`config.mk`:
```
export PLATFORM = sky130hd
export DESIGN_NAME = mem_arbiter
export DESIGN_NICKNAME = d
export VERILOG_FILES = /design/src/rtl/mem_arbiter_pkg.sv /design/src/rtl/mem_arbiter.sv
export SDC_FILE = /design/constraint.sdc
export NUM_CORES = 1
export LEC_CHECK = 0
export CORE_AREA = 2 2 82 84
export DETAILED_ROUTE_END_ITERATION = 8
export DIE_AREA = 0 0 84 86
export PLACE_DENSITY = 0.81
export SLEW_MARGIN = 20
export SYNTH_ARGS = -nofsm -noshare
export SYNTH_HDL_FRONTEND = slang
export SYNTH_SLANG_ARGS = --single-unit
```
`constraint.sdc`:
```
create_clock -name clk -period 2 [get_ports clk]
set_clock_uncertainty 0.15 [all_clocks]
set_input_delay 0.4 -clock clk [delete_from_list [all_inputs] [get_ports clk]]
set_output_delay 0.4 -clock clk [all_outputs]
set_load 0.03 [all_outputs]
```
`src/rtl/mem_arbiter_pkg.sv`:
```
`default_nettype none
// ============================================================================
//  Module      : mem_arbiter_pkg
//  Description : Shared types and defaults for the IF/DM unified-memory arbiter.
//  Revision    : 1.0 - initial release
// ============================================================================
package mem_arbiter_pkg;

    typedef enum logic [1:0] {
        RSP_NONE = 2'd0,
        RSP_IF   = 2'd1,
        RSP_DM   = 2'd2
    } rsp_owner_e;

    typedef enum logic {
        ARB_IF = 1'b0,
        ARB_DM = 1'b1
    } arb_owner_e;

    localparam int MEM_ARB_ADDR_WIDTH = 12;
    localparam int MEM_ARB_MAX_WAIT   = 4;

endpackage
`default_nettype wire

```
`src/rtl/mem_arbiter.sv`:
```
`default_nettype none
// ============================================================================
//  Module      : mem_arbiter
//  Description : Shares one single-port SRAM between instruction fetch (IF) and
//                load/store (DM); routes 1-cycle read data back to the owner.
//                Define MEM_ARB_RR_EN for round-robin, else fixed DM priority
//                with an IF starvation counter.
//  Revision    : 1.0 - initial release
// ============================================================================
module mem_arbiter
    import mem_arbiter_pkg::*;
#(
    parameter int ARCH       = 32,
    parameter int ADDR_WIDTH = MEM_ARB_ADDR_WIDTH,
    parameter int MAX_WAIT   = MEM_ARB_MAX_WAIT
) (
    input  logic                  clk,
    input  logic                  rst,

    input  logic                  if_req_in,
    input  logic [ADDR_WIDTH-1:0] if_addr_in,
    output logic                  if_gnt_out,
    output logic                  if_rvalid_out,
    output logic [ARCH-1:0]       if_rdata_out,

    input  logic                  dm_req_in,
    input  logic                  dm_we_in,
    input  logic [ARCH/8-1:0]     dm_be_in,
    input  logic [ADDR_WIDTH-1:0] dm_addr_in,
    input  logic [ARCH-1:0]       dm_wdata_in,
    output logic                  dm_gnt_out,
    output logic                  dm_rvalid_out,
    output logic [ARCH-1:0]       dm_rdata_out,

    output logic [ADDR_WIDTH-1:0] mem_addr_out,
    output logic                  mem_we_out,
    output logic [ARCH/8-1:0]     mem_be_out,
    output logic [ARCH-1:0]       mem_wdata_out,
    input  logic [ARCH-1:0]       mem_rdata_in
);

    rsp_owner_e rsp_q, rsp_d;
    arb_owner_e last_q, last_d;

    logic w_contend;
    logic w_if_pri;
    logic w_if_gnt;
    logic w_dm_gnt;

    assign w_contend = if_req_in & dm_req_in;

`ifdef MEM_ARB_RR_EN
    // Round-robin: on contention the side that did not win last time goes.
    assign w_if_pri = (last_q == ARB_DM);
`else
    localparam logic [3:0] c_max_wait = 4'(MAX_WAIT);

    logic [3:0] wait_q, wait_d;

    assign w_if_pri = (wait_q == c_max_wait);

    always_comb begin
        wait_d = wait_q;
        if (!if_req_in || w_if_gnt) begin
            wait_d = 4'd0;
        end else if (wait_q != 4'hF) begin
            wait_d = wait_q + 4'd1;
        end
    end

    always_ff @(posedge clk or posedge rst) begin
        if (rst) begin
            wait_q <= 4'd0;
        end else begin
            wait_q <= wait_d;
        end
    end
`endif

    assign w_if_gnt = if_req_in & (~dm_req_in | w_if_pri);
    assign w_dm_gnt = dm_req_in & ~w_if_gnt;

    assign if_gnt_out = w_if_gnt;
    assign dm_gnt_out = w_dm_gnt;

    always_comb begin
        mem_addr_out  = '0;
        mem_we_out    = 1'b0;
        mem_be_out    = '0;
        mem_wdata_out = '0;
        if (w_if_gnt) begin
            mem_addr_out = if_addr_in;
        end else if (w_dm_gnt) begin
            mem_addr_out = dm_addr_in;
            if (dm_we_in) begin
                mem_we_out    = 1'b1;
                mem_be_out    = dm_be_in;
                mem_wdata_out = dm_wdata_in;
            end
        end
    end

    always_comb begin
        rsp_d = RSP_NONE;
        if (w_if_gnt) begin
            rsp_d = RSP_IF;
        end else if (w_dm_gnt && !dm_we_in) begin
            rsp_d = RSP_DM;
        end
    end

    always_comb begin
        last_d = last_q;
        if (w_contend) begin
            last_d = w_if_gnt ? ARB_IF : ARB_DM;
        end
    end

    // Async reset clears the tag, so an in-flight read never surfaces.
    always_ff @(posedge clk or posedge rst) begin
        if (rst) begin
            rsp_q  <= RSP_NONE;
            last_q <= ARB_IF;
        end else begin
            rsp_q  <= rsp_d;
            last_q <= last_d;
        end
    end

    assign if_rvalid_out = (rsp_q == RSP_IF);
    assign dm_rvalid_out = (rsp_q == RSP_DM);
    assign if_rdata_out  = (rsp_q == RSP_IF) ? mem_rdata_in : '0;
    assign dm_rdata_out  = (rsp_q == RSP_DM) ? mem_rdata_in : '0;

endmodule
`default_nettype wire

```
# Word-level counts from Yosys, hierarchy flattened

Index checks and enable logic that the tools add are counted.

Bits in registers: 6
Input port bits: 97

Add/sub/neg operators: 1
Eq/ne operators: 4
Mux-type cells: 17
Bitwise logic cells: 5
Reduce and logical (&&, ||, !) cells: 5

Operator list:

| cell                                                | number |
|---|---|
| 2-to-1 mux 32 bit                                   | 5 |
| 2-to-1 mux 12 bit                                   | 2 |
| 2-to-1 mux 4 bit                                    | 5 |
| adder 4 x 1 -> 4 bit, second input constant         | 1 |
| equality test 4 x 3 -> 1 bit, second input constant | 1 |
| 2-to-1 mux 2 bit                                    | 2 |
| != test 4 bit, second input constant                | 1 |
| 2-to-1 mux 1 bit                                    | 3 |
| bitwise AND 1 bit                                   | 2 |
| equality test 2 x 1 -> 1 bit, second input constant | 1 |
| equality test 2 bit, second input constant          | 1 |
| zero test 1 bit                                     | 2 |
| NOT 1 bit                                           | 2 |
| nonzero test 2 bit                                  | 1 |
| logical AND 1 bit                                   | 1 |
| logical OR 1 bit                                    | 1 |
| bitwise OR 1 bit                                    | 1 |

# Depth between registers and ports, before layout

Depth in word-level cells: 8
Mapped depth: 6
Depth with buffers taken out: 5

# Least setup slack after synthesis

OpenSTA, ideal clock, no wires.

Kind: register to output
Start: register wait_q[0]
End: output mem_addr_out[10]
Arrival time: 1.503 ns
Required time: 1.450 ns
Setup slack: -0.053 ns
Stages on the path, launching flop included: 7
Path buffers: 1
Path through: dfrtp_1 -> inv_1 -> ha_1 -> nand3b_4 -> a21oi_4 -> buf_4 -> a22o_1

Longest elaborated chain between the ends: 7

RTL lines:

| element                          | RTL line          | source |
|---|---|---|
| start, declared                  | mem_arbiter.sv:58 | `logic [3:0] wait_q, wait_d;` |
| start signal, assigned           | mem_arbiter.sv:75 | `wait_q <= wait_d;` |
| equality test 4 x 3 -> 1 bit (*) | mem_arbiter.sv:60 | `assign w_if_pri = (wait_q == c_max_wait);` |
| bitwise OR 1 bit (*)             | mem_arbiter.sv:80 | `assign w_if_gnt = if_req_in & (~dm_req_in \| w_if_pri);` |
| bitwise AND 1 bit (*)            | mem_arbiter.sv:80 |  |
| via if_gnt_out                   | mem_arbiter.sv:22 | `output logic if_gnt_out,` |
| NOT 1 bit                        | mem_arbiter.sv:81 | `assign w_dm_gnt = dm_req_in & ~w_if_gnt;` |
| bitwise AND 1 bit                | mem_arbiter.sv:81 |  |
| 2-to-1 mux 12 bit                | mem_arbiter.sv:93 | `end else if (w_dm_gnt) begin` |
| 2-to-1 mux 12 bit (*)            | mem_arbiter.sv:91 | `if (w_if_gnt) begin` |
| end, declared                    | mem_arbiter.sv:35 | `output logic [ADDR_WIDTH-1:0] mem_addr_out,` |

Mark *: on every way through the listed nets, which the timed path passes. The rest lies on a longest branch.

# Final worst setup path

Start: register wait_q[1]
End: output mem_addr_out[2]

Longest elaborated chain between the ends: 7

RTL lines:

| element                          | RTL line |
|---|---|
| equality test 4 x 3 -> 1 bit (*) | mem_arbiter.sv:60 |
| bitwise OR 1 bit (*)             | mem_arbiter.sv:80 |
| bitwise AND 1 bit (*)            | mem_arbiter.sv:80 |
| NOT 1 bit                        | mem_arbiter.sv:81 |
| bitwise AND 1 bit                | mem_arbiter.sv:81 |
| 2-to-1 mux 12 bit                | mem_arbiter.sv:93 |
| 2-to-1 mux 12 bit (*)            | mem_arbiter.sv:91 |

Every way passes the cells marked *; elsewhere a longest branch is shown, timed or not.

==> flow_summary.toml <==
[status]
run_status = "complete, but fails checks"
violations = "setup timing"

[final_layout]
fillerInstances = 556
nNetsFinal = 484
diodes = 0
post_layout_nonfiller_instances = 460
drive_above_1_share = 0.488
area_growth_pct = 207
final_util = 0.597

[drt]
remaining_design_rule_violation_count = 0
drt_iter0_markers = 26
drtPass1Iterations = 4
routed_len_inst_um = 14.6
wl_met3_um = 649
maxUsedRoutingLayer = "met4"
wl_um = 6700
wirelength_met1_um = 2230
vias = 1951
routed-wl-met2_um = 3720
drt-vias-per-instance = 4.24
drtAntennaViolNets = 0

[clock_tree]
clk_latency_ns = 0.22
worst_setup_hold_path_clk_slew_ns = 0.03
clk_root_buffer_cell = "clkbuf_8"
cts_buffers = 3
cts_sinks = 6
cts_max_level = 1
hold_buffers = 0
ctsLongestPathBuffers = 2
cts_tree = "yes"

[yosys]
synth.cells.most_frequent = "70 x and2_1, 23 x and2_4, 12 x a22o_1"
synth_sequential_area_ratio = 0.123
share_of_yosys_cell_area_claimed_by_the_top_area_cell_type = 0.359
synth_enable_flop_cells = 0
syn-mean-instance-area_sq_um = 7.82
flop_and_latch_count_out_of_synthesis = 6
synthesis.instances = 156
synth.area.top_cells = "and2_1 36%, and2_4 17%, dfrtp_1 12%"
synthMostInstantiatedCell = "and2_1"
synth_flop_cell = "dfrtp_1"
synth_warn = 0
net_count_after_synthesis = 255
netlist.top_cell.by_area = "and2_1"
synth_cell_type_count = 23
synth.cell_area_sq_um = 1220
synthArstFlopShare = 1.00

[critical_path]
worst-path-buf-inv = 3
arrival_ns = 1.71
critical_path.top_delay_family = "compound AO/OA/AOI/OAI gates"
worstSetupPathType = "reg2out"
timing.critical_path.required_ns = 1.45
critical_path_cell_sequence = "inv_1 > ha_2 > nand3b_4 > o21a_4 > clkbuf_16 > a22o_1 > buf_6"
path_max_fanout = 6
cell_type_of_the_slowest_stage_on_the_worst_timing_path = "dfrtp_1"
slowest_delay_ns = 0.37
setup.worst_path.start_class = "flop"
timing.reg2reg.setup_slack_ns = 0.46
critical_path.endpoint_type = "output port"

[sta]
timing_worst_slew_pin_value_ns = 0.529
post_route_minimum_period_ns = 2.26
slew_headroom = 0.647
fmaxAchievable_mhz = 442
timing.hold.ws_ns = 0.274
setup-tns-final_ns = -10.28
setup_repair_after_global_routing_missed_its_margin = "true"
final.period_utilization = 1.13
slew_viol_final = 0
hold_viol_final = 0
worst_slack_ns = -0.262
setup_violations = 51

[flow_run]
max_cap_viol_count = 0

[global_routing]
groute.usage.overall = 0.161
global_route.overflow_total = 0
grt_first_pass_wirelength_um = 9420
antenna_found_initial = 0
via_count_of_the_first_global_routing_pass = 1900
grt_max_degree = 34

[worst_hold_path]
hold_path_class = "in2async"

[placement]
place_congestion = 0.765
buffer_ports.inserted = 213
place.detailed.instances = 446
post-dp-hpwl_um = 5210

[floorplan]
core-area_sq_um = 6280
die_h_um = 86
io_pins = 214
num_rows = 29
overall_die_area_sq_um = 7220
initial_core_util = 0.194
die_x_um = 84

[power_and_ir_drop]
leakagePower_nw = 1.81
overall_power_of_the_completed_layout_w = 0.00114
power.density_cell_area_nw_per_um2 = 303
worst_ir_drop_vdd_mv = 0.183
-- registers in the layout, summed over array words and instances, names as in the netlist --
name	flops
rsp_q	2
wait_q	4
-- stage by stage --
step	cell area, sq um	setup WS [ns]
after floorplan	1230	0.0205
final	3750	-0.262
after global placement	3300	-0.307
after global routing	3750	-0.331
after detailed placement	3300	-0.357
after CTS	3540	-0.274
-- placed cells by master, fill, tap and decap left out, drive strengths merged --
cell type and n:
and2 100, nor2 4, nand3 3, nand3b 1, a22o 12, o21a 1, dlymetal6s2s 2, inv 4
buf 133, nor3b 2, ha 2, clkdlybuf4s50 93, a21oi 1, nand2 1, dfrtp 6, xnor2 1
a31oi 1, clkdlybuf4s15 1, nor3 2, mux2i 1, clkbuf 5, o211a 5, nor2b 2
-- power breakdown --
part,internal [W],switching (W),leakage (nW)
sequential,0.000126,0.00000186,0.0809
combinational,0.000450,0.000377,1.71
clock,0.000129,0.0000517,0.0216
total,0.000705,0.000430,1.81
-- layout make-up --
type	count	area [sq um]	area share
multi-input combinational	139	1130	0.301
clock buffer	3	41.3	0.0110
inverter	4	15.0	0.00401
sequential	6	150	0.0401
timing repair buffer	231	2320	0.619
tap	77	96.3	0.0257
-- per-layer routing --
| metal | global-route usage | vias up |
|---|---|---|
| li1 | - | 964 |
| met1 | 0.149 | 843 |
| met2 | 0.335 | 135 |
| met3 | 0.0443 | 9 |
| met4 | 0.0528 | 0 |
| met5 | 0 | - |
-- worst paths after layout --
| kind | start | endpoint | depth (start not counted) |
|---|---|---|---|
| hold reg to reg | wait_q[3] | wait_q[2] | 2 |
| setup reg to reg | wait_q[1] | wait_q[2] | 7 |
| max in group asynchronous | rst | wait_q[3] | 2 |
| min in group clk | if_req_in | wait_q[0] | 3 |
| hold / removal | rst | wait_q[1] | 2 |
| setup / recovery | wait_q[1] | mem_addr_out[2] | 7 |
-- logic make-up after synthesis --
kind of cell	after synthesis	synth area share
xor gates and xnor gates	1	0.00718
adders and majority gates	2	0.0205
and+or+nand+nor	115	0.642
DFF	6	0.123
muxes	1	0.00821
buffers and inverters	15	0.0738
AOI/OAI and AO/OA	16	0.125
-- repair_timing --
action                                  4_1_cts  5_1_grt
resized for setup                            54       16
endpoints found under the hold margin         0        0
buffers inserted                              0        5
pin swaps                                     3       19
gates cloned                                  2        4
endpoints found under the setup margin       51       51
Note: power is estimated with default switching activity, not from simulation.
